<file path="config.mk">
export PLATFORM = sky130hd
export DESIGN_NAME = shift_seq_ctrl
export DESIGN_NICKNAME = d
export VERILOG_FILES = /design/src/rtl/shift_seq_ctrl_pkg.sv /design/src/rtl/shift_seq_ctrl_op_decode.sv /design/src/rtl/shift_seq_ctrl.sv
export SDC_FILE = /design/constraint.sdc
export NUM_CORES = 1
export LEC_CHECK = 0
export CAP_MARGIN = 10
export CORE_MARGIN = 2
export CORE_UTILIZATION = 49
export CTS_BUF_LIST = sky130_fd_sc_hd__clkbuf_16
export DETAILED_ROUTE_END_ITERATION = 16
export PLACE_DENSITY = 0.77
export SYNTH_ARGS = -nofsm -noshare
export SYNTH_HDL_FRONTEND = slang
export SYNTH_SLANG_ARGS = --single-unit
export TNS_END_PERCENT = 30
</file>
<file path="constraint.sdc">
create_clock -name clk -period 1.75 [get_ports clk]
set_input_delay 0.35 -clock clk [delete_from_list [all_inputs] [get_ports clk]]
set_output_delay 0.35 -clock clk [all_outputs]
set_load 0.05 [all_outputs]
</file>
<file path="src/rtl/shift_seq_ctrl_pkg.sv">
// Shared definitions for the shift-unit sequencer: op codes, shifter
// command codes, input/amount mux select codes and the FSM state encoding.
// The main control FSM uses the same codes, so keep them in one place.
package shift_seq_ctrl_pkg;

  // Shift op codes presented by the main control FSM
  localparam logic [2:0] OP_SLL     = 3'b000;
  localparam logic [2:0] OP_SRL     = 3'b001;
  localparam logic [2:0] OP_SRA     = 3'b010;
  localparam logic [2:0] OP_SLLV    = 3'b011;
  localparam logic [2:0] OP_SRLV    = 3'b100;
  localparam logic [2:0] OP_SRAV    = 3'b101;
  localparam logic [2:0] OP_LUI     = 3'b110;
  localparam logic [2:0] OP_ILLEGAL = 3'b111;

  // Shifter (RegDesloc) commands
  localparam logic [2:0] CMD_NOP     = 3'b000;
  localparam logic [2:0] CMD_LOAD    = 3'b001;
  localparam logic [2:0] CMD_LEFT    = 3'b010;
  localparam logic [2:0] CMD_RIGHT_L = 3'b011;
  localparam logic [2:0] CMD_RIGHT_A = 3'b100;

  // Shift-input mux selects
  localparam logic [1:0] IN_B   = 2'b00;
  localparam logic [1:0] IN_A   = 2'b01;
  localparam logic [1:0] IN_IMM = 2'b10;

  // Shift-amount mux selects
  localparam logic [1:0] N_SHAMT = 2'b00;
  localparam logic [1:0] N_A     = 2'b01;
  localparam logic [1:0] N_16    = 2'b10;

  typedef enum logic [1:0] {
    ST_IDLE  = 2'd0,
    ST_LOAD  = 2'd1,
    ST_SHIFT = 2'd2,
    ST_DONE  = 2'd3
  } state_t;

endpackage

</file>
<file path="src/rtl/shift_seq_ctrl_op_decode.sv">
// shift_op_decode: combinational decode of a shift op into the mux selects
// and the shifter command used during the SHIFT cycle.
// Ports:
//   op        in  3  shift op code
//   in_sel    out 2  shift-input mux select
//   n_sel     out 2  shift-amount mux select
//   shift_cmd out 3  shifter command for the SHIFT cycle
//   illegal   out 1  op code 111
module shift_op_decode
  import shift_seq_ctrl_pkg::*;
(
  input  logic [2:0] op,
  output logic [1:0] in_sel,
  output logic [1:0] n_sel,
  output logic [2:0] shift_cmd,
  output logic       illegal
);

  always_comb begin
    in_sel    = IN_B;
    n_sel     = N_SHAMT;
    shift_cmd = CMD_NOP;
    illegal   = 1'b0;
    case (op)
      OP_SLL:  shift_cmd = CMD_LEFT;
      OP_SRL:  shift_cmd = CMD_RIGHT_L;
      OP_SRA:  shift_cmd = CMD_RIGHT_A;
      OP_SLLV: begin n_sel = N_A; shift_cmd = CMD_LEFT;    end
      OP_SRLV: begin n_sel = N_A; shift_cmd = CMD_RIGHT_L; end
      OP_SRAV: begin n_sel = N_A; shift_cmd = CMD_RIGHT_A; end
      OP_LUI: begin
        in_sel    = IN_IMM;
        n_sel     = N_16;
        shift_cmd = CMD_LEFT;
      end
      default: illegal = 1'b1;
    endcase
  end

endmodule

</file>
<file path="src/rtl/shift_seq_ctrl.sv">
// shift_seq_ctrl: multicycle sequencer for the shift unit. Takes one shift
// op from the main control FSM and walks LOAD -> SHIFT -> DONE, driving the
// shifter command and its input/amount mux selects, then strobes the
// destination write in DONE.
// Ports:
//   clk        in  1  clock
//   reset      in  1  asynchronous active-high reset
//   start      in  1  op request, sampled only in IDLE
//   op         in  3  shift op code
//   n_is_zero  in  1  selected shift amount is zero (valid in LOAD)
//   in_sel     out 2  shift-input mux select
//   n_sel      out 2  shift-amount mux select
//   sh_cmd     out 3  shifter command
//   busy       out 1  sequence in progress (LOAD..DONE)
//   done       out 1  one-cycle completion pulse
//   result_we  out 1  destination write strobe (legal ops only)
//   err        out 1  illegal op reported in DONE
module shift_seq_ctrl
  import shift_seq_ctrl_pkg::*;
#(
  parameter bit SKIP_ZERO = 1'b1
) (
  input  logic       clk,
  input  logic       reset,
  input  logic       start,
  input  logic [2:0] op,
  input  logic       n_is_zero,
  output logic [1:0] in_sel,
  output logic [1:0] n_sel,
  output logic [2:0] sh_cmd,
  output logic       busy,
  output logic       done,
  output logic       result_we,
  output logic       err
);

  state_t     state_reg;
  logic [2:0] op_reg;
  logic [1:0] in_sel_reg;
  logic [1:0] n_sel_reg;
  logic [2:0] sh_cmd_reg;
  logic       busy_reg;
  logic       done_reg;
  logic       result_we_reg;
  logic       err_reg;

  // In IDLE the decoder looks at the incoming op so the LOAD-cycle selects
  // can be registered on the accepting edge; afterwards it only sees the
  // latched op, so op changes while busy have no effect.
  logic [2:0] dec_op;
  logic [1:0] dec_in_sel;
  logic [1:0] dec_n_sel;
  logic [2:0] dec_shift_cmd;
  logic       dec_illegal;

  assign dec_op = (state_reg == ST_IDLE) ? op : op_reg;

  shift_op_decode u_decode (
    .op        (dec_op),
    .in_sel    (dec_in_sel),
    .n_sel     (dec_n_sel),
    .shift_cmd (dec_shift_cmd),
    .illegal   (dec_illegal)
  );

  // Outputs are registered alongside the state: each edge loads the output
  // values belonging to the state being entered.
  always_ff @(posedge clk or posedge reset) begin
    if (reset) begin
      state_reg     <= ST_IDLE;
      op_reg        <= OP_SLL;
      in_sel_reg    <= IN_B;
      n_sel_reg     <= N_SHAMT;
      sh_cmd_reg    <= CMD_NOP;
      busy_reg      <= 1'b0;
      done_reg      <= 1'b0;
      result_we_reg <= 1'b0;
      err_reg       <= 1'b0;
    end else begin
      case (state_reg)
        ST_IDLE: begin
          if (start) begin
            op_reg   <= op;
            busy_reg <= 1'b1;
            if (dec_illegal) begin
              // Illegal op goes straight to DONE; the shifter is never touched.
              state_reg     <= ST_DONE;
              sh_cmd_reg    <= CMD_NOP;
              done_reg      <= 1'b1;
              err_reg       <= 1'b1;
              result_we_reg <= 1'b0;
            end else begin
              state_reg  <= ST_LOAD;
              sh_cmd_reg <= CMD_LOAD;
              in_sel_reg <= dec_in_sel;
              n_sel_reg  <= dec_n_sel;
            end
          end
        end
        ST_LOAD: begin
          if (SKIP_ZERO && n_is_zero) begin
            // Zero shift amount: loaded value is already the result.
            state_reg     <= ST_DONE;
            sh_cmd_reg    <= CMD_NOP;
            done_reg      <= 1'b1;
            result_we_reg <= 1'b1;
          end else begin
            state_reg  <= ST_SHIFT;
            sh_cmd_reg <= dec_shift_cmd;
          end
        end
        ST_SHIFT: begin
          state_reg     <= ST_DONE;
          sh_cmd_reg    <= CMD_NOP;
          done_reg      <= 1'b1;
          result_we_reg <= 1'b1;
        end
        default: begin
          // DONE: back to IDLE with every output at rest.
          state_reg     <= ST_IDLE;
          in_sel_reg    <= IN_B;
          n_sel_reg     <= N_SHAMT;
          sh_cmd_reg    <= CMD_NOP;
          busy_reg      <= 1'b0;
          done_reg      <= 1'b0;
          result_we_reg <= 1'b0;
          err_reg       <= 1'b0;
        end
      endcase
    end
  end

  assign in_sel    = in_sel_reg;
  assign n_sel     = n_sel_reg;
  assign sh_cmd    = sh_cmd_reg;
  assign busy      = busy_reg;
  assign done      = done_reg;
  assign result_we = result_we_reg;
  assign err       = err_reg;

endmodule

</file>
---- After elaboration in Yosys (flattened, before gate mapping) ----
Cells that the tools add are included.
W data, S select, Z words.
operators by class
  bitwise logic cells ..................... 1
  mux-type cells .......................... 28
  eq/ne operators ......................... 12
  reductions and logical operators ........ 13
operators by type and width
  kind                  count
  $mux W2               7
  $pmux W2 S2           3
  $eq A3 B3 Y1 const B  3
  $mux W3               3
  $pmux W3 S3           1
  $reduce_and A3 Y1     3
  $mux W1               8
  $ne A2 B2 Y1 const B  4
  $reduce_or A7 Y1      1
  $eq A3 B2 Y1 const B  2
  $pmux W1 S3           2
  $pmux W2 S3           1
  $pmux W3 S2           1
  $reduce_or A2 Y1      3
  $reduce_or A3 Y1      2
  $pmux W1 S2           2
  $reduce_and A2 Y1     2
  $eq A3 B1 Y1 const B  1
  $logic_not A3 Y1      1
  $eq A2 B1 Y1 const B  1
  $eq A2 B2 Y1 const B  1
  $logic_not A2 Y1      1
  $not A1 Y1            1
storage, ports and cells
  bits of input ports ..................... 7
  register bits after elaboration ......... 16

---- Longest topological paths before layout ----
  word-level depth ........................ 8
  depth in mapped cells ................... 7

---- Cells and area by module ----
A second synthesis with hierarchy kept.
unflattened totals
  cells, all modules ...................... 85
  area, all modules ....................... 942.2 um^2
modules (own cells, without submodules)
  module           area each (um^2)  cells each  instances
  shift_seq_ctrl   855.8             71          1
  shift_op_decode  86.3              14          1

---- Least setup slack after synthesis ----
Ideal clock, no wire load.
  path type ............................... reg2reg
  start point ............................. reg state_reg[0]
  end point ............................... reg sh_cmd_reg[2] (netlist: sh_cmd[2])
  slack ................................... 0.228 ns
  data required time ...................... 1.628 ns
  arrival ................................. 1.400 ns
  stages on the path, launching flop included .. 7
  path buffers ............................ 1
  cell sequence ........................... dfrtp_1 inv_1 ha_1 buf_6 mux2i_1 nand3_1 a32o_1
on the way
  longest elaborated chain between the ends .. 7
  elaborated cells on any way between the ends .. 17
  those cells by class .................... eq/ne (8); mux (4); reduce/logical (5)
RTL lines
  element                                                                RTL line                                    RTL
  start, declared                                                        shift_seq_ctrl.sv:37                        state_t state_reg;
  start signal, assigned                                                 shift_seq_ctrl.sv:70                        state_reg <= ST_IDLE;
  start signal, assigned                                                 shift_seq_ctrl.sv:87                        state_reg <= ST_DONE;
  start signal, assigned                                                 shift_seq_ctrl.sv:93                        state_reg <= ST_LOAD;
  $logic_not A2 Y1                                                       shift_seq_ctrl.sv:56, shift_seq_ctrl.sv:80
  $mux W3                                                                shift_seq_ctrl.sv:56                        assign dec_op = (state_reg == ST_IDLE) ? op : op_reg;
  $eq A3 B2 Y1 (tied with other cells)                                   shift_seq_ctrl_op_decode.sv:24              case (op)
  $reduce_or A3 Y1 (no source line) or $reduce_or A2 Y1 (tied branches)  -
  $pmux W3 S3                                                            shift_seq_ctrl_op_decode.sv:24
  $mux W3                                                                shift_seq_ctrl.sv:101                       if (SKIP_ZERO && n_is_zero) begin
  $pmux W3 S2                                                            shift_seq_ctrl.sv:80                        case (state_reg)
  end signal, assigned                                                   shift_seq_ctrl.sv:109                       sh_cmd_reg <= dec_shift_cmd;
  end, declared                                                          shift_seq_ctrl.sv:41                        logic [2:0] sh_cmd_reg;
Several ways; a longest one is shown, not always the timed one.
A chain may end at the register's enable or synchronous reset.

---- Worst setup path after layout ----
  start point ............................. reg state_reg[0]
  end point ............................... reg sh_cmd_reg[1] (netlist: sh_cmd[1])
Same word-level chain as after synthesis.

==> impl_summary.md <==
Status
The flow ran to the end, and the final reports show no timing, DRC or antenna violations.

Global routing
For met1 alone, demand over resource in global routing was 25.7%. After global routing the overflow that remains totals 0. The global-route wire length before repair is 2.96 mm. The pin count of the biggest net entering global routing is 15. The busiest layer in global routing is met2.

In the global route stage, overall resource usage came out at 20.4%. The global-route track usage on met2 is 32.8%. The number of global-route vias before repair came to 667.

The number of antenna violations at the first check in global routing was 0. The met3 track demand over resource in global routing is 5.16%.

Worst setup path
Counting cells, the worst reg-to-reg path comes to 6. In this run the critical register-to-register path is launched from state_reg[0]. STA classifies the critical path startpoint as a flop. The required time reported for the critical path endpoint is 1880 ps. Walking the worst path, the cells encountered are inv_1 -> ha_2 -> buf_4 -> or3_1 -> a21oi_1 -> o21ai_1.

In this run the worst path has a maximum fanout of 10. For this run, the slowest stage of the critical path takes 390 ps. The startpoint of the most critical setup path is state_reg[0]. The cell with the largest stage delay on the worst path is sky130_fd_sc_hd__or3_1. The critical path data arrival time is 1710 ps. The worst setup path is captured at a flop. The path type of the worst setup path is reg -> reg.

Power
In this run the power density over the cells is 2050 nW/µm². Summed over all cells, the static leakage comes to 0.582 nW. For this design the total switching power over the nets is 1.02 mW. The proportion of power drawn by combinational gates is 57.8%. The maximum vdd ir drop is 1.29 mV. The part of the power in registers is 24.4%. In this run switching power makes up 43.1% of total power. The internal portion of the total power is 1.34 mW.

In this run, the clock network consumes 17.8% of the power.

Timing
The final hold violation count was 0. Setup repair after global routing left no endpoint under its margin. The transition time at the pin with the least slew margin is 524 ps. For the final routed database, the setup TNS stands at 0 ps. The worst pin sits at a relative slew slack of 65.1%. The setup skew after layout is 1.56 ps.

Setup violations remaining at the end of the flow were counted as 0. The fmax is 632 MHz. The minimum period implied by the final worst setup slack is 1580 ps. The number of slew-limit violations in the final report is 0. Of the available clock period, the critical path in the final layout requires 90.5%.

Synth
Yosys printed 0 warnings. The mapped netlist covers 866 µm². The sequential area share after synthesis is 40.5%. Synthesis handed over a netlist of 87 instances.

The multiplexer area fraction after synthesis is 4.91%. The xor and xnor area share after synthesis is 1.01%. Counting flops with an async set or reset pin after synthesis yields a share of 100%. The most used flip-flop cell after synthesis is sky130_fd_sc_hd__dfrtp_1. Summing the areas of all compound-gate instances in the mapped netlist gives 19.8% of the synthesized area.

After synthesis, the largest family of logic cells by area is compound AO/OA/AOI/OAI gates. The synthesized design devotes to its leading area cell type 40.5% of total area. Of all cell types, the one taking the most synthesized area is sky130_fd_sc_hd__dfrtp_1. The synthesized design contains 14 register bits. The number of nets in the synthesized netlist is 99. The post-synthesis simple-gate area fraction is 16.6%. Summing the areas of all fa, ha and maj instances in the mapped netlist gives 7.23% of the synthesized area. Counting flops with a built-in enable in the synthesized netlist gives 0. Averaged over all synthesized cells, the footprint is 9.95 µm².

Sorting the synthesized cells by area gives the leading types as sky130_fd_sc_hd__dfrtp_1 (40%), sky130_fd_sc_hd__ha_1 (7.2%), sky130_fd_sc_hd__inv_1 (3.5%). The netlist uses 40 different library cells.

Cells and area
The repair_antennas step left the layout with diodes totalling 0. Once layout is complete, the utilization of the core stands at 68.2%. Relative to the synthesized area, the layout overhead comes to 33.1%. The share of cells above drive strength 1 is 29.5%.

The net count of the finished layout is 126.

Die
The die is 46.0 µm tall. The number of placement rows is 15. The effective utilization at floorplan is 51.3%. The floorplan step defined a die boundary enclosing 2120 µm². 18 I/O pins were placed. The floorplan step defined a core boundary enclosing 1690 µm². The width of the die is 46.0 µm.

Clocking
Hold repair after CTS inserted 0 buffers. The total number of H-tree levels is 1. For the worst-skew pair, the clock arrives at the later sink with an insertion delay of 240 ps.

The buffer type at the clock tree root is sky130_fd_sc_hd__clkbuf_16. The count of buffers added by post-CTS timing repair for setup is 0. The sink count of the clock tree is 14. The post-CTS resize count is 0. The number of clock buffers added by TritonCTS is 3. The worst-case clock buffer depth is 2. TritonCTS built the clock tree.

The post-CTS clock slew at the launch and capture registers of the worst setup and hold paths is 40 ps.

Place
The count of buffers added on input and output ports is 16. The placer congestion estimate is 0.818. The final HPWL from detailed placement is 1.34 mm.

Drt
The initial DRC count is 11. In this run the remaining antenna-violating nets after routing total 0. The final layout contains routed wiring with a total length of 1.79 mm.

The average detailed-routed wire length per instance is 13.9 µm. For this run, the detailed router's first-pass iteration total came to 4. The total via count after detailed routing is 704. After detailed routing, the number of remaining DRC violations is 0. The average vias per placed instance is 5.46.

Run
Max-cap violations in this run came to 0.

Min path
The worst hold path class is in -> async.
cell type report:
cell class	count	area [µm²]
fill	126	537
multi-input combinational	57	435
sequential	14	350
timing repair buffer	30	240
clock buffer	3	75.1
inverter	8	30.0
tap	17	21.3
path summary, 6_finish.rpt:
path                            slack (ps)         to
worst max-delay path                   170  sh_cmd[1]
worst min-delay path                   440        err
worst max register to register         170  sh_cmd[1]
worst min register to register         490  sh_cmd[1]
max in group asynchronous              960  op_reg[1]
min in group clk                       490  sh_cmd[1]
Yosys cell counts (2+ instances only):
master,instances
sky130_fd_sc_hd__a21oi_1,4
sky130_fd_sc_hd__a32o_1,2
sky130_fd_sc_hd__mux2_2,2
sky130_fd_sc_hd__mux2i_1,2
sky130_fd_sc_hd__a21o_1,2
sky130_fd_sc_hd__nand3b_1,2
sky130_fd_sc_hd__nor2_1,2
sky130_fd_sc_hd__nand3_1,2
sky130_fd_sc_hd__nand4_1,2
sky130_fd_sc_hd__o22a_1,2
sky130_fd_sc_hd__buf_2,3
sky130_fd_sc_hd__ha_1,5
sky130_fd_sc_hd__nor2b_1,2
sky130_fd_sc_hd__dfrtp_1,14
sky130_fd_sc_hd__buf_4,3
sky130_fd_sc_hd__o22ai_1,2
sky130_fd_sc_hd__o21ai_0,2
sky130_fd_sc_hd__nand2_1,5
sky130_fd_sc_hd__inv_1,8
metal layers:
| metal | wire length [µm] | part of all wire, % | vias up |
|---|---|---|---|
| met3 | 71 | 4.0 | 4 |
| met5 | 0 | 0 | - |
| met4 | 25 | 1.4 | 0 |
| met2 | 870 | 49 | 17 |
| met1 | 822 | 46 | 325 |
| li1 | - | - | 358 |
logic make-up after synthesis:
| logic type | Yosys count |
|---|---|
| XOR/XNOR | 1 |
| AO/OA/AOI/OAI | 23 |
| adder cells (fa/ha/maj) | 5 |
| flip-flops | 14 |
| AND/OR/NAND/NOR | 23 |
| other | 1 |
| buffers and inverters | 16 |
| multiplexers | 4 |
per-stage QoR:
stage	hold slack (ps)	worst slack (ps)	std cells	area, µm²	power (mW)
after floorplan	239	228	87	866	1.54
after global placement	479	43.3	126	1070	1.91
after detailed placement	483	8.06	126	1070	1.93
after CTS	467	66.7	129	1150	2.36
after global routing	517	61.2	129	1150	2.53
final	444	167	129	1150	2.36
placed cells by master (no fill, tap or decap), types with 2 or more instances in the layout:
cell type	count
sky130_fd_sc_hd__nand4_1	2
sky130_fd_sc_hd__a21oi_1	4
sky130_fd_sc_hd__a32o_1	2
sky130_fd_sc_hd__o22ai_1	2
sky130_fd_sc_hd__nand3b_1	2
sky130_fd_sc_hd__nor2_1	2
sky130_fd_sc_hd__nand2_1	5
sky130_fd_sc_hd__mux2_2	2
sky130_fd_sc_hd__clkbuf_16	3
sky130_fd_sc_hd__a21o_1	2
sky130_fd_sc_hd__mux2i_1	2
sky130_fd_sc_hd__nor2b_1	2
sky130_fd_sc_hd__inv_1	8
sky130_fd_sc_hd__ha_1	4
sky130_fd_sc_hd__nand3_1	2
sky130_fd_sc_hd__dfrtp_1	14
sky130_fd_sc_hd__o22a_1	2
sky130_fd_sc_hd__buf_4	24
sky130_fd_sc_hd__clkdlybuf4s50_1	6
sky130_fd_sc_hd__o21ai_0	2
critical path: cells and delay by family (launching register included):
kind,cells,cell delay (ps)
DFF,1,350
and+or+nand+nor,1,390
AOI/OAI and AO/OA,2,250
adders and majority gates,1,250
buffers and inverters,2,230
power groups by stage:
stage                     sequential, mW  clock, mW  combinational [mW]
final                              0.576      0.420                1.37
after global routing               0.596      0.452                1.48
after CTS                          0.578      0.427                1.36
after detailed placement           0.581          0                1.35
after global placement             0.578          0                1.33
after floorplan                    0.875          0               0.660
No activity file was read; power rests on OpenSTA's default activity.
